===== src/rtl/dport_auxregs_pkg.sv =====
// Shared definitions for the DisplayPort AUX register slave: register map,
// STATUS bit positions, sequencer states, AUX command codes, byte-merge helper.
package dport_auxregs_pkg;

    localparam logic [3:0] REG_ADDR     = 4'd0;
    localparam logic [3:0] REG_CTRL     = 4'd1;
    localparam logic [3:0] REG_STATUS   = 4'd2;
    localparam logic [3:0] REG_IRQEN    = 4'd3;
    localparam logic [3:0] REG_TXBUF0   = 4'd4;
    localparam logic [3:0] REG_TXBUF1   = 4'd5;
    localparam logic [3:0] REG_TXBUF2   = 4'd6;
    localparam logic [3:0] REG_TXBUF3   = 4'd7;
    localparam logic [3:0] REG_RXBUF0   = 4'd8;
    localparam logic [3:0] REG_RXBUF1   = 4'd9;
    localparam logic [3:0] REG_RXBUF2   = 4'd10;
    localparam logic [3:0] REG_RXBUF3   = 4'd11;
    localparam logic [3:0] REG_UNMAPPED = 4'd12;

    localparam int ST_BUSY_BIT    = 0;
    localparam int ST_DONE_BIT    = 1;
    localparam int ST_TIMEOUT_BIT = 2;
    localparam int ST_OVF_BIT     = 3;
    localparam int CTRL_START_BIT = 31;

    localparam logic [3:0] AUX_CMD_NATIVE_WR = 4'd8;
    localparam logic [3:0] AUX_CMD_NATIVE_RD = 4'd9;

    typedef enum logic [0:0] {
        ST_IDLE = 1'b0,
        ST_BUSY = 1'b1
    } aux_state_e;

    // Replace the bytes of cur selected by strb with the matching bytes of nxt.
    function automatic logic [31:0] strb_merge(input logic [31:0] cur,
                                               input logic [31:0] nxt,
                                               input logic [3:0]  strb);
        logic [31:0] res;
        for (int i = 0; i < 4; i++) begin
            res[8*i +: 8] = strb[i] ? nxt[8*i +: 8] : cur[8*i +: 8];
        end
        return res;
    endfunction

endpackage


===== src/rtl/dport_auxbuf.sv =====
// 16x8 byte buffer with a strobed 32-bit word port (little-endian) and a
// single-byte port; reads on both ports are combinational from the storage.
module dport_auxbuf (
    input  logic        clk,
    input  logic        resetn,
    input  logic        word_we,
    input  logic [1:0]  word_idx,
    input  logic [31:0] word_wdata,
    input  logic [3:0]  word_strb,
    output logic [31:0] word_rdata,
    input  logic        byte_we,
    input  logic [3:0]  byte_idx,
    input  logic [7:0]  byte_wdata,
    output logic [7:0]  byte_rdata
);
    logic [7:0] mem_r [16];

    // Byte storage; a byte-port write takes precedence over a word write to the same byte.
    always_ff @(posedge clk or negedge resetn) begin
        if (!resetn) begin
            for (int i = 0; i < 16; i++) begin
                mem_r[i] <= 8'd0;
            end
        end else begin
            for (int i = 0; i < 16; i++) begin
                if (byte_we && (byte_idx == 4'(i))) begin
                    mem_r[i] <= byte_wdata;
                end else if (word_we && (word_idx == 2'(i / 4)) && word_strb[i % 4]) begin
                    mem_r[i] <= word_wdata[8*(i % 4) +: 8];
                end
            end
        end
    end

    assign word_rdata = {mem_r[{word_idx, 2'd3}], mem_r[{word_idx, 2'd2}],
                         mem_r[{word_idx, 2'd1}], mem_r[{word_idx, 2'd0}]};
    assign byte_rdata = mem_r[byte_idx];

endmodule


===== src/rtl/dport_auxregs.sv =====
// DisplayPort AUX register slave: request registers, TX/RX buffers and a
// one-shot transaction sequencer. Define AUXREGS_IRQ_EN to enable the done interrupt.
module dport_auxregs
    import dport_auxregs_pkg::*;
#(
    parameter int ADDR    = 32,
    parameter int DATA    = 32,
    parameter int TIMEOUT = 65535
) (
    input  logic              clk,
    input  logic              resetn,
    input  logic [ADDR-1:0]   addr,
    input  logic [DATA-1:0]   wdata,
    input  logic [DATA/8-1:0] wstrb,
    input  logic              wr,
    input  logic              req,
    output logic              ack,
    output logic [DATA-1:0]   rdata,
    output logic              err,
    output logic              aux_start,
    output logic [3:0]        aux_cmd,
    output logic [19:0]       aux_addr,
    output logic [3:0]        aux_len,
    input  logic              aux_txrd,
    output logic [7:0]        aux_txdata,
    input  logic              aux_rxvalid,
    input  logic [7:0]        aux_rxdata,
    input  logic              aux_done,
    input  logic [3:0]        aux_reply,
    output logic              irq
);
    localparam int TW = (TIMEOUT < 2) ? 1 : $clog2(TIMEOUT + 1);

    aux_state_e  state_r;
    logic        ack_r, err_r, aux_start_r;
    logic [31:0] rdata_r;
    logic [19:0] addr_r;
    logic [3:0]  cmd_r, len_r, reply_r;
    logic        done_r, timeout_r, ovf_r;
    logic [4:0]  txptr_r, rxptr_r;
    logic [TW-1:0] timer_r;

    logic        access_s, busy_s, err_s, wr_ok_s, start_s, done_clr_s;
    logic        tx_we_s, rx_we_s, timer_exp_s, irqen_s, unused_addr_s;
    logic [3:0]  idx_s;
    logic [31:0] rd_mux_s, tx_word_s, rx_word_s;
    logic [7:0]  tx_byte_s, rx_byte_unused_s, txdata_s;

    assign idx_s       = addr[5:2];
    assign unused_addr_s = ^{addr[ADDR-1:6], addr[1:0]};
    assign access_s    = req & ~ack_r;
    assign busy_s      = (state_r == ST_BUSY);
    assign wr_ok_s     = access_s & wr & ~err_s;
    assign start_s     = wr_ok_s & (idx_s == REG_CTRL) & wstrb[3] & wdata[CTRL_START_BIT];
    assign done_clr_s  = wr_ok_s & (idx_s == REG_STATUS) & wstrb[0] & wdata[ST_DONE_BIT];
    assign tx_we_s     = wr_ok_s & (idx_s[3:2] == 2'b01);
    assign rx_we_s     = busy_s & aux_rxvalid & ~rxptr_r[4];
    assign timer_exp_s = (TIMEOUT != 0) && (timer_r == TW'(1));

    // Error decode: unmapped words, RXBUF writes, request-register writes while busy.
    always_comb begin
        err_s = 1'b0;
        if (idx_s >= REG_UNMAPPED) begin
            err_s = 1'b1;
        end else if (wr && (idx_s >= REG_RXBUF0)) begin
            err_s = 1'b1;
        end else if (wr && busy_s && ((idx_s == REG_ADDR) || (idx_s == REG_CTRL) ||
                                      (idx_s >= REG_TXBUF0))) begin
            err_s = 1'b1;
        end else begin
            err_s = 1'b0;
        end
    end

    // Read data selection.
    always_comb begin
        rd_mux_s = 32'd0;
        case (idx_s)
            REG_ADDR:   rd_mux_s = {12'd0, addr_r};
            REG_CTRL:   rd_mux_s = {24'd0, len_r, cmd_r};
            REG_STATUS: rd_mux_s = {19'd0, rxptr_r, reply_r, ovf_r, timeout_r, done_r, busy_s};
            REG_IRQEN:  rd_mux_s = {31'd0, irqen_s};
            REG_TXBUF0, REG_TXBUF1, REG_TXBUF2, REG_TXBUF3: rd_mux_s = tx_word_s;
            REG_RXBUF0, REG_RXBUF1, REG_RXBUF2, REG_RXBUF3: rd_mux_s = rx_word_s;
            default:    rd_mux_s = 32'd0;
        endcase
    end

    // Bus handshake and software-owned request registers.
    always_ff @(posedge clk or negedge resetn) begin
        if (!resetn) begin
            ack_r   <= 1'b0;
            err_r   <= 1'b0;
            rdata_r <= 32'd0;
            addr_r  <= 20'd0;
            cmd_r   <= 4'd0;
            len_r   <= 4'd0;
        end else begin
            ack_r <= access_s;
            if (access_s) begin
                err_r   <= err_s;
                rdata_r <= (wr || err_s) ? 32'd0 : rd_mux_s;
            end else begin
                err_r   <= 1'b0;
            end
            if (wr_ok_s && (idx_s == REG_ADDR)) begin
                addr_r <= 20'(strb_merge({12'd0, addr_r}, wdata, wstrb));
            end
            if (wr_ok_s && (idx_s == REG_CTRL)) begin
                {len_r, cmd_r} <= 8'(strb_merge({24'd0, len_r, cmd_r}, wdata, wstrb));
            end
        end
    end

    // Transaction sequencer: start, byte pointers, timeout and completion status.
    always_ff @(posedge clk or negedge resetn) begin
        if (!resetn) begin
            state_r     <= ST_IDLE;
            aux_start_r <= 1'b0;
            txptr_r     <= 5'd0;
            rxptr_r     <= 5'd0;
            done_r      <= 1'b0;
            timeout_r   <= 1'b0;
            ovf_r       <= 1'b0;
            reply_r     <= 4'd0;
            timer_r     <= '0;
        end else begin
            case (state_r)
                ST_IDLE: begin
                    if (start_s) begin
                        state_r     <= ST_BUSY;
                        aux_start_r <= 1'b1;
                        txptr_r     <= 5'd0;
                        rxptr_r     <= 5'd0;
                        done_r      <= 1'b0;
                        timeout_r   <= 1'b0;
                        ovf_r       <= 1'b0;
                        timer_r     <= TW'(TIMEOUT);
                    end else begin
                        aux_start_r <= 1'b0;
                        if (done_clr_s) begin
                            done_r <= 1'b0;
                        end
                    end
                end
                ST_BUSY: begin
                    aux_start_r <= 1'b0;
                    if (aux_txrd && !txptr_r[4]) begin
                        txptr_r <= txptr_r + 5'd1;
                    end
                    if (aux_rxvalid) begin
                        if (rxptr_r[4]) begin
                            ovf_r <= 1'b1;
                        end else begin
                            rxptr_r <= rxptr_r + 5'd1;
                        end
                    end
                    if (TIMEOUT != 0) begin
                        timer_r <= timer_r - TW'(1);
                    end
                    // Engine completion wins over a coincident timer expiry.
                    if (aux_done) begin
                        state_r <= ST_IDLE;
                        done_r  <= 1'b1;
                        reply_r <= aux_reply;
                    end else if (timer_exp_s) begin
                        state_r   <= ST_IDLE;
                        done_r    <= 1'b1;
                        timeout_r <= 1'b1;
                        reply_r   <= 4'd0;
                    end
                end
                default: state_r <= ST_IDLE;
            endcase
        end
    end

    // TX byte presented to the engine; zero past the programmed length or when idle.
    always_comb begin
        txdata_s = 8'd0;
        if (busy_s && (txptr_r <= {1'b0, len_r})) begin
            txdata_s = tx_byte_s;
        end else begin
            txdata_s = 8'd0;
        end
    end

    dport_auxbuf u_txbuf (
        .clk        (clk),
        .resetn     (resetn),
        .word_we    (tx_we_s),
        .word_idx   (idx_s[1:0]),
        .word_wdata (wdata),
        .word_strb  (wstrb),
        .word_rdata (tx_word_s),
        .byte_we    (1'b0),
        .byte_idx   (txptr_r[3:0]),
        .byte_wdata (8'd0),
        .byte_rdata (tx_byte_s)
    );

    dport_auxbuf u_rxbuf (
        .clk        (clk),
        .resetn     (resetn),
        .word_we    (1'b0),
        .word_idx   (idx_s[1:0]),
        .word_wdata (32'd0),
        .word_strb  (4'd0),
        .word_rdata (rx_word_s),
        .byte_we    (rx_we_s),
        .byte_idx   (rxptr_r[3:0]),
        .byte_wdata (aux_rxdata),
        .byte_rdata (rx_byte_unused_s)
    );

`ifdef AUXREGS_IRQ_EN
    logic irqen_r, irq_r;

    // Interrupt enable register and registered interrupt output.
    always_ff @(posedge clk or negedge resetn) begin
        if (!resetn) begin
            irqen_r <= 1'b0;
            irq_r   <= 1'b0;
        end else begin
            if (wr_ok_s && (idx_s == REG_IRQEN) && wstrb[0]) begin
                irqen_r <= wdata[0];
            end
            irq_r <= done_r & irqen_r;
        end
    end

    assign irqen_s = irqen_r;
    assign irq     = irq_r;
`else
    assign irqen_s = 1'b0;
    assign irq     = 1'b0;
`endif

    assign ack        = ack_r;
    assign err        = err_r;
    assign rdata      = rdata_r;
    assign aux_start  = aux_start_r;
    assign aux_cmd    = cmd_r;
    assign aux_addr   = addr_r;
    assign aux_len    = len_r;
    assign aux_txdata = txdata_s;

endmodule


===== config.mk =====
export PLATFORM = sky130hd
export DESIGN_NAME = dport_auxregs
export DESIGN_NICKNAME = d
export VERILOG_FILES = /design/src/rtl/dport_auxregs_pkg.sv /design/src/rtl/dport_auxbuf.sv /design/src/rtl/dport_auxregs.sv
export SDC_FILE = /design/constraint.sdc
export NUM_CORES = 1
export LEC_CHECK = 0
export CELL_PAD_IN_SITES_DETAIL_PLACEMENT = 0
export CELL_PAD_IN_SITES_GLOBAL_PLACEMENT = 1
export CORE_MARGIN = 2
export CORE_UTILIZATION = 48
export CTS_CLUSTER_DIAMETER = 120
export DETAILED_ROUTE_END_ITERATION = 7
export GPL_TIMING_DRIVEN = 0
export PLACE_DENSITY_LB_ADDON = 0.1
export SKIP_LAST_GASP = 1
export SYNTH_ARGS = -nofsm -noshare
export SYNTH_HDL_FRONTEND = slang
export SYNTH_SLANG_ARGS = --single-unit

===== constraint.sdc =====
create_clock -name clk -period 2.97 [get_ports clk]
set_clock_uncertainty 0.05 [all_clocks]
set_input_delay 0.594 -clock clk [delete_from_list [all_inputs] [get_ports clk]]
set_output_delay 0.594 -clock clk [all_outputs]
set_load 0.03 [all_outputs]

==> reports/metrics.yaml, run 1 <==
syn_area_per_cell_um2: 14.4
ys_ff_latch: 353
hpwl_um: 38200
syn_nets: 1284
fin_cells: 1855
async_flop_share_pct: 100
drive_gt1_share_pct: 39.6
die_area_mm2: 0.0370
synth_common_cells: "353 x dfrtp_1, 291 x mux2_2, 96 x mux4_2, 66 x nand2_1, 43 x o21ai_0"
synth-main-ff-cell: "dfrtp_1"
synth_cells: 1181
fp.coreArea_mm2: 0.0347
synth.distinct_cells: 65
violations: "negative hold slack, negative setup slack"
end_kind: "output port"
crit_start: "txptr_r[0]$_DFFE_PN0P_"
vias_per_cell: 6.19
synth-edff-count: 0
ys_top_cells_by_area: "dfrtp_1 52%, mux2_2 19%, mux4_2 13%"
synth_top_area_share_pct: 51.9
slew_violations: 0
yosysWarnings: 0
grt_pass1_vias: 11400
register_area_mm2: 0.00884
ios: 159
drt_wl_total_um: 52600
utilization_pct: 59.9
worst_slack_ns: -0.0678
synth_area_mm2: 0.0170
rows: 68
gp_congestion: 0.893
crit_type: "reg -> out"
synth.most_common_cell: "dfrtp_1"
multiInputGateArea_mm2: 0.00800
firstDrtPassIters: 8
placed_cell_area_mm2: 0.0190
max-cap-violations: 0
setup_violations: 27
worstSetupStartpointType: "flop"
drtAntennaViolNets: 0
r2r_slack_ns: 0.35
grt_max_degree: 110
clk_pin_slew_ns: 0.06
drc: 0
cts_tree: "built"
die_w_um: 192
num_vias: 11500
clock_latency_ns: 0.55
min_path_type: "in -> async"
cts_inserted_buffers: 40
io_buffers: 129
nets: 1472
reg2reg_from: "busy_s$_DFF_PN0_"
h-tree-depth: 2
initial_core_util_pct: 49.1
antenna_found_initial: 0
worstMarginPinSlew_ns: 1.20
cts_hold_buf: 0
ys_seq_area_share_pct: 51.9
gr-usage-all-layers_pct: 29.2
synth_top_area_cell: "dfrtp_1"
p_per_area_mw_per_mm2: 544
cts-root-buf: "clkbuf_16"
avgRoutedWirePerCell_um: 28.3
fin_hold_ws_ns: -0.0241
diodes: 0
grt_pass1_wl_um: 77300
finalCritPeriodShare_pct: 102
grt-ovfl-total: 0
hold_viol_final: 14
rsz0062_at_grt: "yes"
clock.fmax_mhz: 329
post-route-cell-area_mm2: 0.0208
cp.required_ns: 2.33
dp_cells: 1768
crit_fanout: 8
drtIter0Drc: 1087
p_leak_nw: 9.43
clockBufferDepth: 3
slew_headroom_pct: 19.0
ir_worst_vdd_uv: 438
post-route-min-period_ns: 3.04
die_y_um: 192
cp.arrival_ns: 2.39
status: "finished with violations"
area_delta_synth_final_pct: 22.1
fillers: 2774
cts_sinks: 353
setup_tns_ns: -0.483
==> stage by stage <==
stage / power (mW) / setup slack (ns)
3_3_place_gp: 6.11 / -14.27
2_1_floorplan: 5.61 / -0.210
3_5_place_dp: 6.13 / -1.02
6_report: 11.3 / -0.0678
4_1_cts: 11.4 / -0.0802
5_1_grt: 11.6 / -0.121
==> state kept, by name, summed over array words and instances (netlist names) <==
name / count
u_rxbuf.mem_r: 128
aux_start: 1
timer_r: 16
ovf_r: 1
aux_cmd: 4
reply_r: 4
err: 1
done_r: 1
rdata: 32
timeout_r: 1
aux_addr: 20
busy_s: 1
ack: 1
txptr_r: 5
u_txbuf.mem_r: 128
rxptr_r: 5
aux_len: 4
==> routing by layer <==
metal | global-route usage (%) | up-vias | share of wire (%)
li1 | - | 4862 | -
met1 | 42.5 | 6037 | 44
met2 | 43.8 | 489 | 45
met3 | 7.00 | 86 | 8.6
met4 | 8.78 | 0 | 3.0
met5 | 0 | - | 0
==> placed cells by master, fill, tap and decap left out, types with 6 or more instances in the layout <==
cell type and count:
o21ai_0 42, clkinv_2 10, o2bb2ai_1 6, a22oi_1 13, clkbuf_16 43, a21oi_1 22
clkdlybuf4s50_1 120, mux2_2 286, nand3_1 7, nor2_2 11, buf_4 18, a222oi_1 8
a221oi_1 6, nor3_4 7, inv_1 17, a22o_1 8, mux4_2 96, buf_12 8
clkbuf_8 10, ha_1 15, nor2_1 16, clkbuf_1 38, and3_1 6, buf_2 11
mux2i_1 34, dfrtp_1 351, nand2_1 66
==> final cells by class <==
cell class | count | area share [%]
buffer | 64 | 1.79
clock buffer | 56 | 5.69
multi-input combinational | 744 | 38.5
tap | 455 | 2.74
timing repair buffer | 147 | 7.48
sequential | 353 | 42.5
clock inverter | 17 | 0.951
inverter | 19 | 0.373
==> where the power goes <==
part / switching (mW) / internal, mW / leakage (nW)
Sequential: 0.134 / 4.94 / 4.84
Clock: 2.02 / 3.13 / 0.684
Combinational: 0.611 / 0.473 / 3.90
Total: 2.77 / 8.54 / 9.43
==> worst max-delay path, stage by stage, from the launching register on <==
cell,delay [ns]
dfrtp_2,0.41
buf_12,0.13
buf_12,0.11
inv_6,0.03
ha_4,0.24
nand4_1,0.11
a211o_4,0.45
nor3_2,0.16
buf_4,0.19
==> cell families (layout without fill, tap and decap cells) <==
group,Yosys count,in the layout,share of synthesized area (%)
buffers and inverters,84,303,2.09
muxes,423,423,34.1
adders and majority gates,16,16,1.18
other,1,1,0.0220
and+or+nand+nor,168,168,5.44
AOI/OAI and AO/OA,131,131,5.10
xor gates and xnor gates,5,5,0.257
DFF,353,353,51.9
==> what timing repair did <==
action	CTS	global route
resized for setup	114	19
pin swaps	10	5
setup endpoints to repair	44	52
cloned	0	2
setup buffers	8	6
==> worst paths after layout <==
kind,cells past startpoint,end
min in group clk,2,rdata[4]$_DFFE_PN0P_
worst min-delay path,1,aux_addr[7]$_DFFE_PN0P_
worst max-delay path,8,aux_txdata[6]
worst max register to register,4,u_txbuf.mem_r[67]$_DFFE_PN0P_
max in group asynchronous,3,u_rxbuf.mem_r[64]$_DFFE_PN0P_
worst min register to register,2,rdata[4]$_DFFE_PN0P_
No activity file was read; power rests on OpenSTA's default activity.
==> run 2, diff against run 1 <==
--- a/config.mk
+++ b/config.mk
@@ -11,7 +11,6 @@
 export CORE_UTILIZATION = 48
 export CTS_CLUSTER_DIAMETER = 120
 export DETAILED_ROUTE_END_ITERATION = 7
-export GPL_TIMING_DRIVEN = 0
 export PLACE_DENSITY_LB_ADDON = 0.1
 export SKIP_LAST_GASP = 1
 export SYNTH_ARGS = -nofsm -noshare
==> run 2 against run 1 <==
- the run still ends with negative hold slack, negative setup slack left
- non-clock buffer count grew 5
- wire length decreased by 8.3%
- fmax rose by 2.2%
- via count down 3.2%
- flip-flop and latch count did not move
- utilization rose by 0.23 points
- first-iteration DRC count down 27%
- clock power decreased by 11%
- register-to-register slack improved by 0.31 ns
- cell area up 0.39%
- final cell count unchanged
- critical path depth shrank 2
- largest cell class unchanged
- largest power group is now sequential cells
==> reports/metrics.yaml, run 2 (synthesis gave the netlist of run 1 again) <==
die_area_mm2: 0.0370  # unchanged
post-route-min-period_ns: 2.97  # was 3.04 ns
setup_violations: 1  # was 27
final_common_cell: "dfrtp_1"  # unchanged
io_buffers: 129  # unchanged
drtAntennaViolNets: 0  # unchanged
min_path_type: "in -> async"  # unchanged
top_usage_layer: "met2"  # unchanged
end_kind: "output port"  # unchanged
slew_headroom_pct: 49.1  # was 19.0%
total_power_mw: 10.7  # was 11.3 mW
violations: "negative hold slack, negative setup slack"  # unchanged
clock_latency_ns: 0.52  # was 0.55 ns
crit_fanout: 18  # was 8
cp.required_ns: 2.33  # about the same
cts_tree: "built"  # unchanged
grt_pass1_wl_um: 72200  # was 77300 µm
placed_cell_area_mm2: 0.0195  # was 0.0190 mm²
drt_wl_total_um: 48200  # was 52600 µm
use_met2_pct: 40.8  # was 43.8%
drive_gt1_share_pct: 41.4  # was 39.6%
cts_inserted_buffers: 39  # was 40
clk_pin_slew_ns: 0.06  # about the same
p_per_area_mw_per_mm2: 511  # was 544 mW/mm²
ios: 159  # unchanged
swShare_pct: 24.2  # was 24.5%
initial_core_util_pct: 49.1  # unchanged
fin_cells: 1855  # unchanged
status: "finished with violations"  # unchanged
worst_slack_ns: -0.00277  # was -0.0678 ns
slew_violations: 0  # unchanged
grt_use_met1_pct: 39.0  # was 42.5%
use_met3_pct: 4.66  # was 7.00%
ir_worst_vdd_uv: 388  # was 438 µV
gr-usage-all-layers_pct: 26.8  # was 29.2%
fp.coreArea_mm2: 0.0347  # unchanged
num_vias: 11100  # was 11500
avgRoutedWirePerCell_um: 26.0  # was 28.3 µm
cts_hold_buf: 0  # unchanged
cts-root-buf: "clkbuf_16"  # unchanged
gp_congestion: 0.828  # was 0.893
p_comb_share_pct: 9.5  # was 9.6%
grt_max_degree: 75  # was 110
clockBufferDepth: 3  # unchanged
hold_viol_final: 3  # was 14
die_w_um: 192  # unchanged
area_delta_synth_final_pct: 22.5  # was 22.1%
dp_cells: 1780  # was 1768
clock.fmax_mhz: 336  # was 329 MHz
internal-power_mw: 8.09  # was 8.54 mW
vias_per_cell: 5.99  # was 6.19
p_leak_nw: 9.50  # was 9.43 nW
hpwl_um: 34400  # was 38200 µm
firstDrtPassIters: 5  # was 8
rsz0062_at_grt: "yes"  # unchanged
grt-ovfl-total: 0  # unchanged
final_cell_mix: "351 x dfrtp_1, 290 x mux2_2, 118 x clkdlybuf4s50_1, 96 x mux4_2, 69 x buf_4"  # was 351 x dfrtp_1, 286 x mux2_2, 120 x clkdlybuf4s50_1, 96 x mux4_2, 66 x nand2_1
rows: 68  # unchanged
post-route-cell-area_mm2: 0.0209  # was 0.0208 mm²
finalCritPeriodShare_pct: 100  # was 102%
p_switching_mw: 2.59  # was 2.77 mW
drc: 0  # unchanged
die_y_um: 192  # unchanged
worstSetupStartpointType: "flop"  # unchanged
antenna_found_initial: 1  # was 0
nets: 1476  # was 1472
grt_pass1_vias: 11300  # was 11400
worstMarginPinSlew_ns: 0.757  # was 1.20 ns
clkPwrFrac_pct: 43.1  # was 45.6%
crit_type: "reg -> out"  # unchanged
max-cap-violations: 0  # unchanged
power_frac_seq_pct: 47.4  # was 44.9%
drtIter0Drc: 791  # was 1087
h-tree-depth: 2  # unchanged
cp.arrival_ns: 2.33  # was 2.39 ns
cts_sinks: 353  # unchanged
diodes: 0  # unchanged
fin_hold_ws_ns: -0.00585  # was -0.0241 ns
==> run 2: changes by cell type in the layout (fill, tap and decap cells not counted), moves of 5 or more <==
cell      change
buf_1         -5
buf_12       +17
buf_2        -11
buf_4        +51
buf_6         -5
clkbuf_1     -27
nor3_1        +5
nor3_4        -5
==> run 2: worst max-delay path, cell delays in order, from the launching register on <==
cell and delay, ns:
dfrtp_2 0.42, buf_12 0.21, mux4_2 0.52, mux2i_1 0.16, mux2_2 0.22, nor3_1 0.05, buf_4 0.19
==> run 2: power by group through the flow <==
stage	registers, mW	clock network [mW]	logic (mW)
floorplan	5.14	0	0.470
global placement	5.14	0	0.965
detailed placement	5.14	0	0.977
CTS	5.05	4.72	0.996
global route	5.07	4.92	1.09
finish	5.06	4.60	1.01
==> run 2: metrics by stage <==
stage,TNS (ns),util [%],setup WS (ns)
global placement,-0.108,56.2,-0.0244
floorplan,-1.68,-,-0.210
detailed placement,-0.112,56.2,-0.0231
CTS,-0.0621,59.8,-0.0315
global route,-0.435,60.1,-0.0846
finish,-0.00277,60.1,-0.00277
==> run 2: what timing repair did <==
action                     CTS  global route
pin swaps                    0             0
setup buffers                1             3
resized for setup            5             7
setup endpoints to repair    8             8
gates cloned                 1             2
==> run 2: worst paths after layout <==
path	from	endpoint	slack [ns]	cells past startpoint
max in group asynchronous	resetn	u_rxbuf.mem_r[97]$_DFFE_PN0P_	2.08	2
min reg2reg	rdata[6]$_DFFE_PN0P_	rdata[6]$_DFFE_PN0P_	0.42	2
min	resetn	aux_addr[5]$_DFFE_PN0P_	-0.006	1
min in group clk	rdata[6]$_DFFE_PN0P_	rdata[6]$_DFFE_PN0P_	0.42	2
max reg2reg	busy_s$_DFF_PN0_	u_txbuf.mem_r[86]$_DFFE_PN0P_	0.66	6
max	txptr_r[1]$_DFFE_PN0P_	aux_txdata[1]	-0.003	6
==> run 2: final cells by class <==
cell class | count | area, µm²
clock buffer | 59 | 1160
clock inverter | 9 | 48.8
fill | 2776 | 13800
inverter | 19 | 71.3
multi-input combinational | 744 | 7890
sequential | 353 | 8840
tap | 455 | 569
timing repair buffer | 216 | 2290
==> run 2: routing by layer <==
layer  wire length (µm)  part of all wire, %
met2              22100                   46
met5                 10                0.021
met3               2930                  6.1
met1              21600                   45
met4               1560                  3.2
